===== src/rtl/axis_arb_pkg.sv =====
// Shared types and the round-robin search helper for the AXIS packet arbiter.
// Supports request vectors of up to MaxReq bits.
package axis_arb_pkg;

    typedef enum logic [0:0] {
        StIdle,
        StPass
    } arb_state_e;

    localparam int unsigned MaxReq = 32;

    // Returns the first asserted request after `last` (wrapping modulo n); `last` is checked last.
    // If nothing is requested, `last` is returned unchanged.
    function automatic int unsigned rr_pick(logic [MaxReq-1:0] req, int unsigned last,
                                            int unsigned n);
        int unsigned idx;
        rr_pick = last;
        // Walk the search order backwards so the earliest hit is the one left standing.
        for (int off = int'(n); off > 0; off--) begin
            idx = (last + unsigned'(off)) % n;
            if ((req & (MaxReq'(1) << idx)) != '0) begin
                rr_pick = idx;
            end
        end
    endfunction

endpackage


===== src/rtl/rr_priority_select.sv =====
// Combinational round-robin select: next requester after last_i, wrapping, last_i lowest priority.
module rr_priority_select
    import axis_arb_pkg::*;
#(
    parameter int unsigned NumReq = 4,
    localparam int unsigned IdxW  = $clog2(NumReq)
) (
    input  logic [NumReq-1:0] req_i,
    input  logic [IdxW-1:0]   last_i,
    output logic [IdxW-1:0]   idx_o,
    output logic              valid_o
);

    always_comb begin
        idx_o   = IdxW'(rr_pick(MaxReq'(req_i), 32'(last_i), NumReq));
        valid_o = |req_i;
    end

endmodule


===== src/rtl/axis_packet_arbiter.sv =====
// Packet-level round-robin AXIS arbiter; grant held from first beat through tlast.
// Define AXIS_PACKET_ARBITER_ID_EN to add the axis_o_id output (current grant index).
module axis_packet_arbiter
    import axis_arb_pkg::*;
#(
    parameter int unsigned NUM_INPUTS     = 4,
    parameter int unsigned AXIS_BYTES     = 1,
    parameter int unsigned AXIS_USER_BITS = 1
) (
    input  logic                                 clk,
    input  logic                                 aresetn,
    input  logic [NUM_INPUTS*8*AXIS_BYTES-1:0]   axis_i_tdata,
    input  logic [NUM_INPUTS*AXIS_USER_BITS-1:0] axis_i_tuser,
    input  logic [NUM_INPUTS-1:0]                axis_i_tlast,
    input  logic [NUM_INPUTS-1:0]                axis_i_tvalid,
    output logic [NUM_INPUTS-1:0]                axis_i_tready,
    output logic [8*AXIS_BYTES-1:0]              axis_o_tdata,
    output logic [AXIS_USER_BITS-1:0]            axis_o_tuser,
    output logic                                 axis_o_tlast,
    output logic                                 axis_o_tvalid,
    input  logic                                 axis_o_tready
`ifdef AXIS_PACKET_ARBITER_ID_EN
    ,
    output logic [$clog2(NUM_INPUTS)-1:0]        axis_o_id
`endif
);

    localparam int unsigned DataW = 8 * AXIS_BYTES;
    localparam int unsigned IdxW  = $clog2(NUM_INPUTS);

    arb_state_e            state_q;
    logic [IdxW-1:0]       grant_q;
    logic [NUM_INPUTS-1:0] grant_oh;
    logic [NUM_INPUTS-1:0] req;
    logic [IdxW-1:0]       pick_idx;
    logic                  pick_valid;
    logic                  pass;
    logic                  pkt_done;
    int                    sel;

    assign pass     = (state_q == StPass);
    assign grant_oh = NUM_INPUTS'(1) << grant_q;
    // The finishing source's current beat is already consumed, so it cannot re-request here.
    assign req      = pass ? (axis_i_tvalid & ~grant_oh) : axis_i_tvalid;
    assign pkt_done = axis_o_tvalid & axis_o_tready & axis_o_tlast;

    rr_priority_select #(
        .NumReq (NUM_INPUTS)
    ) u_select (
        .req_i   (req),
        .last_i  (grant_q),
        .idx_o   (pick_idx),
        .valid_o (pick_valid)
    );

    always_comb begin
        sel           = int'(grant_q);
        axis_o_tdata  = axis_i_tdata[sel*DataW +: DataW];
        axis_o_tuser  = axis_i_tuser[sel*AXIS_USER_BITS +: AXIS_USER_BITS];
        axis_o_tlast  = axis_i_tlast[grant_q];
        axis_o_tvalid = pass & axis_i_tvalid[grant_q];
        axis_i_tready = pass ? (grant_oh & {NUM_INPUTS{axis_o_tready}}) : '0;
    end

`ifdef AXIS_PACKET_ARBITER_ID_EN
    assign axis_o_id = grant_q;
`endif

    // Reset grant to the last index so the first search after reset begins at source 0.
    always_ff @(posedge clk or negedge aresetn) begin
        if (!aresetn) begin
            state_q <= StIdle;
            grant_q <= IdxW'(NUM_INPUTS - 1);
        end else begin
            unique case (state_q)
                StIdle: begin
                    if (pick_valid) begin
                        grant_q <= pick_idx;
                        state_q <= StPass;
                    end
                end
                StPass: begin
                    if (pkt_done) begin
                        if (pick_valid) begin
                            grant_q <= pick_idx;
                        end else begin
                            state_q <= StIdle;
                        end
                    end
                end
                default: state_q <= StIdle;
            endcase
        end
    end

endmodule

===== config.mk =====
export PLATFORM = sky130hd
export DESIGN_NAME = axis_packet_arbiter
export DESIGN_NICKNAME = d
export VERILOG_FILES = /design/src/rtl/axis_arb_pkg.sv /design/src/rtl/rr_priority_select.sv /design/src/rtl/axis_packet_arbiter.sv
export SDC_FILE = /design/constraint.sdc
export NUM_CORES = 1
export LEC_CHECK = 0
export BUFFER_PORTS_ARGS = -buffer_cell sky130_fd_sc_hd__buf_4
export CAP_MARGIN = 20
export CORE_ASPECT_RATIO = 0.8
export CORE_MARGIN = 8
export CORE_UTILIZATION = 43
export CTS_CLUSTER_DIAMETER = 150
export CTS_CLUSTER_SIZE = 20
export DETAILED_ROUTE_END_ITERATION = 7
export GPL_TIMING_DRIVEN = 0
export HOLD_SLACK_MARGIN = 0.02
export PLACE_DENSITY = 0.91
export REMOVE_ABC_BUFFERS = 1
export SLEW_MARGIN = 40
export SYNTH_ARGS = -nofsm -noshare
export SYNTH_HDL_FRONTEND = slang
export SYNTH_SLANG_ARGS = --single-unit

===== constraint.sdc =====
create_clock -name clk -period 4.5 [get_ports clk]
set_clock_uncertainty 0.2 [all_clocks]
set_input_delay 0.225 -clock clk [delete_from_list [all_inputs] [get_ports clk]]
set_output_delay 0.225 -clock clk [all_outputs]
set_load 0.01 [all_outputs]

### Yosys cells after proc, flatten, opt, wreduce, memory -nomap -nowiden

Index checks and enable logic that the tools add are counted.

| word-level totals | value |
|---|---|
| output and inout port bits | 15 |
| register bits after elaboration | 3 |
| word-level logic and storage cells | 47 |
| input bits | 47 |

| cells by class | value |
|---|---|
| bitwise gates (word level) | 11 |
| add/sub/neg operators | 4 |
| equal/unequal tests | 1 |
| shift-type cells | 7 |
| order comparisons | 1 |
| muxes and demuxes | 16 |
| reductions and logical operators | 5 |

Operators by type and width:

| cell | count |
|---|---|
| 4-bit by 32-bit AND with 32-bit output | 4 |
| 32-bit nonzero test | 4 |
| 1-bit by 2-bit << shifter with 32-bit output, first input constant | 4 |
| 32-bit by 6-bit variable part select with 8-bit output | 1 |
| 2-bit 2-to-1 mux | 6 |
| 4-bit AND | 2 |
| 4-bit 2-to-1 mux | 2 |
| 2-bit by 1-bit adder with 2-bit output, second input constant | 2 |
| 2-bit adder, second input constant | 2 |
| 1-bit binary-select mux with 2-bit select | 2 |
| 1-bit 2-to-1 mux | 4 |
| 4-bit inverter | 1 |
| 2-bit one-hot mux with 2 select lines | 1 |
| 4-bit OR reduction | 1 |
| 4-bit by 3-bit variable part select with 1-bit output | 1 |
| 1-bit by 2-bit << shifter with 4-bit output, first input constant | 1 |
| 1-bit AND | 3 |
| 2-bit by 3-bit < comparator with 1-bit output, second input constant | 1 |
| 2-bit by 1-bit inequality test with 1-bit output, second input constant | 1 |
| 1-bit one-hot mux with 2 select lines | 1 |
| 1-bit inverter | 1 |

### Longest topological paths before layout

| logic depth | value |
|---|---|
| depth after elaboration | 13 |
| gate-level depth with buffers | 9 |
| depth with buffers taken out | 7 |

### Cells and area by module

A second synthesis with hierarchy kept.

| unflattened totals | value |
|---|---|
| cell total of the unflattened synthesis | 72 |
| area total of the unflattened synthesis | 745.7 um2 |

Modules (own cells, without submodules):

| module | cells an instance | area each (um2) | sequential area each (um2) | times used |
|---|---|---|---|---|
| axis_packet_arbiter | 48 | 534.3 | 77.6 | 1 |
| rr_priority_select | 24 | 211.5 | 0.0 | 1 |

### Least setup slack after synthesis

No wires, ideal clock.

| timing | value |
|---|---|
| kind | reg-to-reg |
| from | register grant_q[0] |
| to | register grant_q[0] |
| period minus slack after synthesis | 2.617 ns |
| library setup time | 0.091 ns |
| buffers on the path | 2 |
| data arrival time | 2.326 ns |
| required time | 4.209 ns |
| slack | 1.883 ns |
| stages on the path, launching flop included | 10 |
| path through | dfstp_2 -> buf_6 -> buf_2 -> inv_1 -> ha_1 -> a21boi_1 -> a32oi_1 -> and3_1 -> o41ai_1 -> a211oi_1 |

| between the ends | value |
|---|---|
| longest elaborated chain between the ends | 13 |
| elaborated cells between the ends (all ways) | 36 |
| classes of those cells | 4 x add/sub; 1 x eq/ne; 5 x shift; 12 x mux; 9 x bitwise; 5 x reduce/logical |

RTL lines:

| item | line | text |
|---|---|---|
| from (decl) | axis_packet_arbiter.sv:32 | `logic [IdxW-1:0] grant_q;` |
| from (signal assigned) | axis_packet_arbiter.sv:73 | `grant_q <= IdxW'(NUM_INPUTS - 1);` |
| from (signal assigned) | axis_packet_arbiter.sv:78 | `grant_q <= pick_idx;` |
| from (signal assigned) | axis_packet_arbiter.sv:85 | `grant_q <= pick_idx;` |
| parallel branches: the longest is 13 deep, another holds 2-bit by 1-bit adder with 2-bit output | - |  |

Parallel ways; which one is timed is not known. The select of a mux whose other input is x is not followed.
A chain may end at the register's enable or synchronous reset.

### Final worst setup path

Same ends and word-level chain as after synthesis.

==> results.md <==
- # rows: 14
- # IOs: 62
- H-tree depth: 1
- Synth Flop Type: dfstp_2
- Die height: 54.9 um
- Peak fanout along the critical path: 20
- Clock power frac: 9.3%
- Hold Vio Cnt, Final: 0
- Fin cells: 165
- Post-CTS Setup Inserts: 0
- Setup Crit Path Kind: flop to flop
- Max cap viols: 0
- Largest net degree at the start of global routing: 21
- Drt first pass iters: 4
- Peak VDD IR: 0.242 mV
- Worst Hold Class: input port to asynchronous set/reset pin
- R2R Path Start: grant_q[0]$_DFFE_PN1P_
- Post-CTS sizing: 0
- Yosys Warn Count: 0
- Async S/R FF share, synth: 100%
- Die Width: 64.6 um
- GRT Residual Overflow: 0
- Area Growth Syn to Fin: 60.6%
- Net Sw Power: 0.227 mW
- Tot GR Track Use: 17.2%
- Sw Share: 44.4%
- Most frequent cells in the layout: buf_4 (61), mux4_2 (10), ha_1 (8)
- DP Cell Count: 160
- CTS tree: built
- Post-Syn Area per Cell: 10.2 um2
- Reg2reg end: grant_q[0]$_DFFE_PN1P_
- Detailed Route WL: 2.96 mm
- Sequential power share: 16.3%
- Via-to-Cell Ratio: 5.93
- IO buf count: 61
- Routability congestion estimate: 0.899
- Vias: 978
- Worst slew margin: 64.9%
- PwrDens: 392 nW/um2
- Actual slew at the worst max-slew pin: 526 ps
- Unrepaired setup endpoints after global routing: no
- Drt wl/cell: 17.9 um
- Initial Util: 44.1%
- Initial drt markers: 18
- Vias in the first global route: 1068
- Worst-skew pair later-pin latency: 230 ps
- Final period utilization: 64.9%
- Final layout net count: 197
- Startpoint Class: flop
- Most common cell after layout, fill and taps aside: buf_4
- Status: complete, no violations
- Deepest clock path buffer count: 2
- CTS sink cnt: 3
- Die area: 3540 um2
- Fin. max-slew vios: 0
- Post-DP HPWL: 2.46 mm
- Synth cell types: 38
- Crit end category: flop
- LEAKAGE: 0.637 nW
- Core area: 1840 um2
- Logic pwr share: 74.4%
- Global-route wire length before repair: 4.87 mm
- FMAX: 342 MHz
- Mapped cell area: 812 um2
- CP Data Required Time: 4440 ps
- WHS: 139 ps
- Root buffer cell: clkbuf_4
- Final setup vio count: 0
- Share of cells above drive strength 1: 54.6%
- Antenna cells: 0
- Cells after Synth: 80
- EDFF count, synth: 0
- Cell Int Power: 0.284 mW
- Register bit total from synthesis: 3
- Register area share after synthesis: 9.55%
- Reg2Reg Setup Slack: 1580 ps
- Initial antenna violation count: 0
- Tmin final: 2920 ps
- Clk slew on worst S/H paths: 40 ps
- # DRC: 0
- TritonCTS buffer count: 3
- FF-to-FF path depth: 7
- Post-route ant nets: 0
- Critical path arrival: 2870 ps
- TNS Setup: 0 ps
- Fillers: 158
==> power groups by stage <==
stage	Clock (mW)	Sequential, mW	Combinational, mW
floorplan	0	0.0729	0.240
global placement	0	0.0836	0.364
detailed placement	0	0.0845	0.375
CTS	0.0501	0.0843	0.377
global route	0.0537	0.0899	0.410
finish	0.0476	0.0832	0.380
==> area by class of cell <==
type | instances | area (um2) | area share, %
multi-input cells | 67 | 683 | 52.4
well taps | 24 | 30.0 | 2.30
flip-flops and latches | 3 | 77.6 | 5.95
inverters | 5 | 18.8 | 1.44
clock buffers | 4 | 26.3 | 2.02
repair buffers | 62 | 468 | 35.9
==> repair_timing <==
action                                  in CTS  in global routing
hold buffers                                 1                  0
endpoints found under the hold margin        3                  0
endpoints found under the setup margin       0                  0
==> worst max-delay path, cell delays in order, from the launching register on <==
cell and delay, ps:
dfstp_2 860, inv_1 250, ha_1 290, a21boi_1 360, a32oi_1 160, and3_1 250
o41ai_1 370, a211oi_1 90
==> metal layers <==
| metal | track usage [%] | vias up | wire length, um |
|---|---|---|---|
| li1 | - | 455 | - |
| met1 | 18.3 | 474 | 1140 |
| met2 | 33.4 | 47 | 1580 |
| met3 | 3.48 | 2 | 215 |
| met4 | 6.86 | 0 | 21 |
| met5 | 0 | - | 0 |
==> state kept, by name (all words and copies together), names as in the netlist <==
name	count
pass	1
grant_q	2
==> through the flow <==
step           util, %  setup slack [ps]  cell area [um2]  power [mW]
5_1_grt           70.9              1360             1300       0.553
4_1_cts           70.9              1590             1300       0.512
3_5_place_dp      68.9              1600             1270       0.460
3_3_place_gp      68.9              1670             1270       0.447
6_report          70.9              1580             1300       0.511
2_1_floorplan        -              1970              779       0.313
==> worst max path at each step <==
| stage | start | to | depth (start not counted) |
|---|---|---|---|
| 2_1_floorplan | grant_q[0]$_DFFE_PN1P_ | grant_q[0]$_DFFE_PN1P_ | 7 |
| 3_3_place_gp | grant_q[0]$_DFFE_PN1P_ | grant_q[0]$_DFFE_PN1P_ | 7 |
| 3_5_place_dp | grant_q[0]$_DFFE_PN1P_ | grant_q[0]$_DFFE_PN1P_ | 7 |
| 4_1_cts | grant_q[0]$_DFFE_PN1P_ | grant_q[0]$_DFFE_PN1P_ | 7 |
| 5_1_grt | grant_q[0]$_DFFE_PN1P_ | grant_q[0]$_DFFE_PN1P_ | 7 |
| 6_report | grant_q[0]$_DFFE_PN1P_ | grant_q[0]$_DFFE_PN1P_ | 7 |
==> cells by family after synthesis <==
group	Yosys count	share of synthesized area, %
compound gates	25	25.1
fa+ha+maj	8	12.3
buf+inv	10	6.32
flops	3	9.55
mux	13	33.4
simple gates	21	13.3
==> cell usage after synthesis, drive strengths merged, types with 2 or more instances <==
cell type | n | area share, %
mux4 | 11 | 31
and3 | 5 | 3.9
ha | 8 | 12
nand3 | 2 | 1.2
mux2i | 2 | 2.5
a21boi | 2 | 1.8
a31oi | 2 | 1.5
o211ai | 2 | 2.5
buf | 4 | 3.5
nand2 | 7 | 3.2
dfstp | 2 | 6.5
a32oi | 4 | 4.3
inv | 5 | 2.3
o21ai | 2 | 1.2
or3 | 2 | 1.5
and2 | 2 | 1.5
No activity file was read; power rests on OpenSTA's default activity.
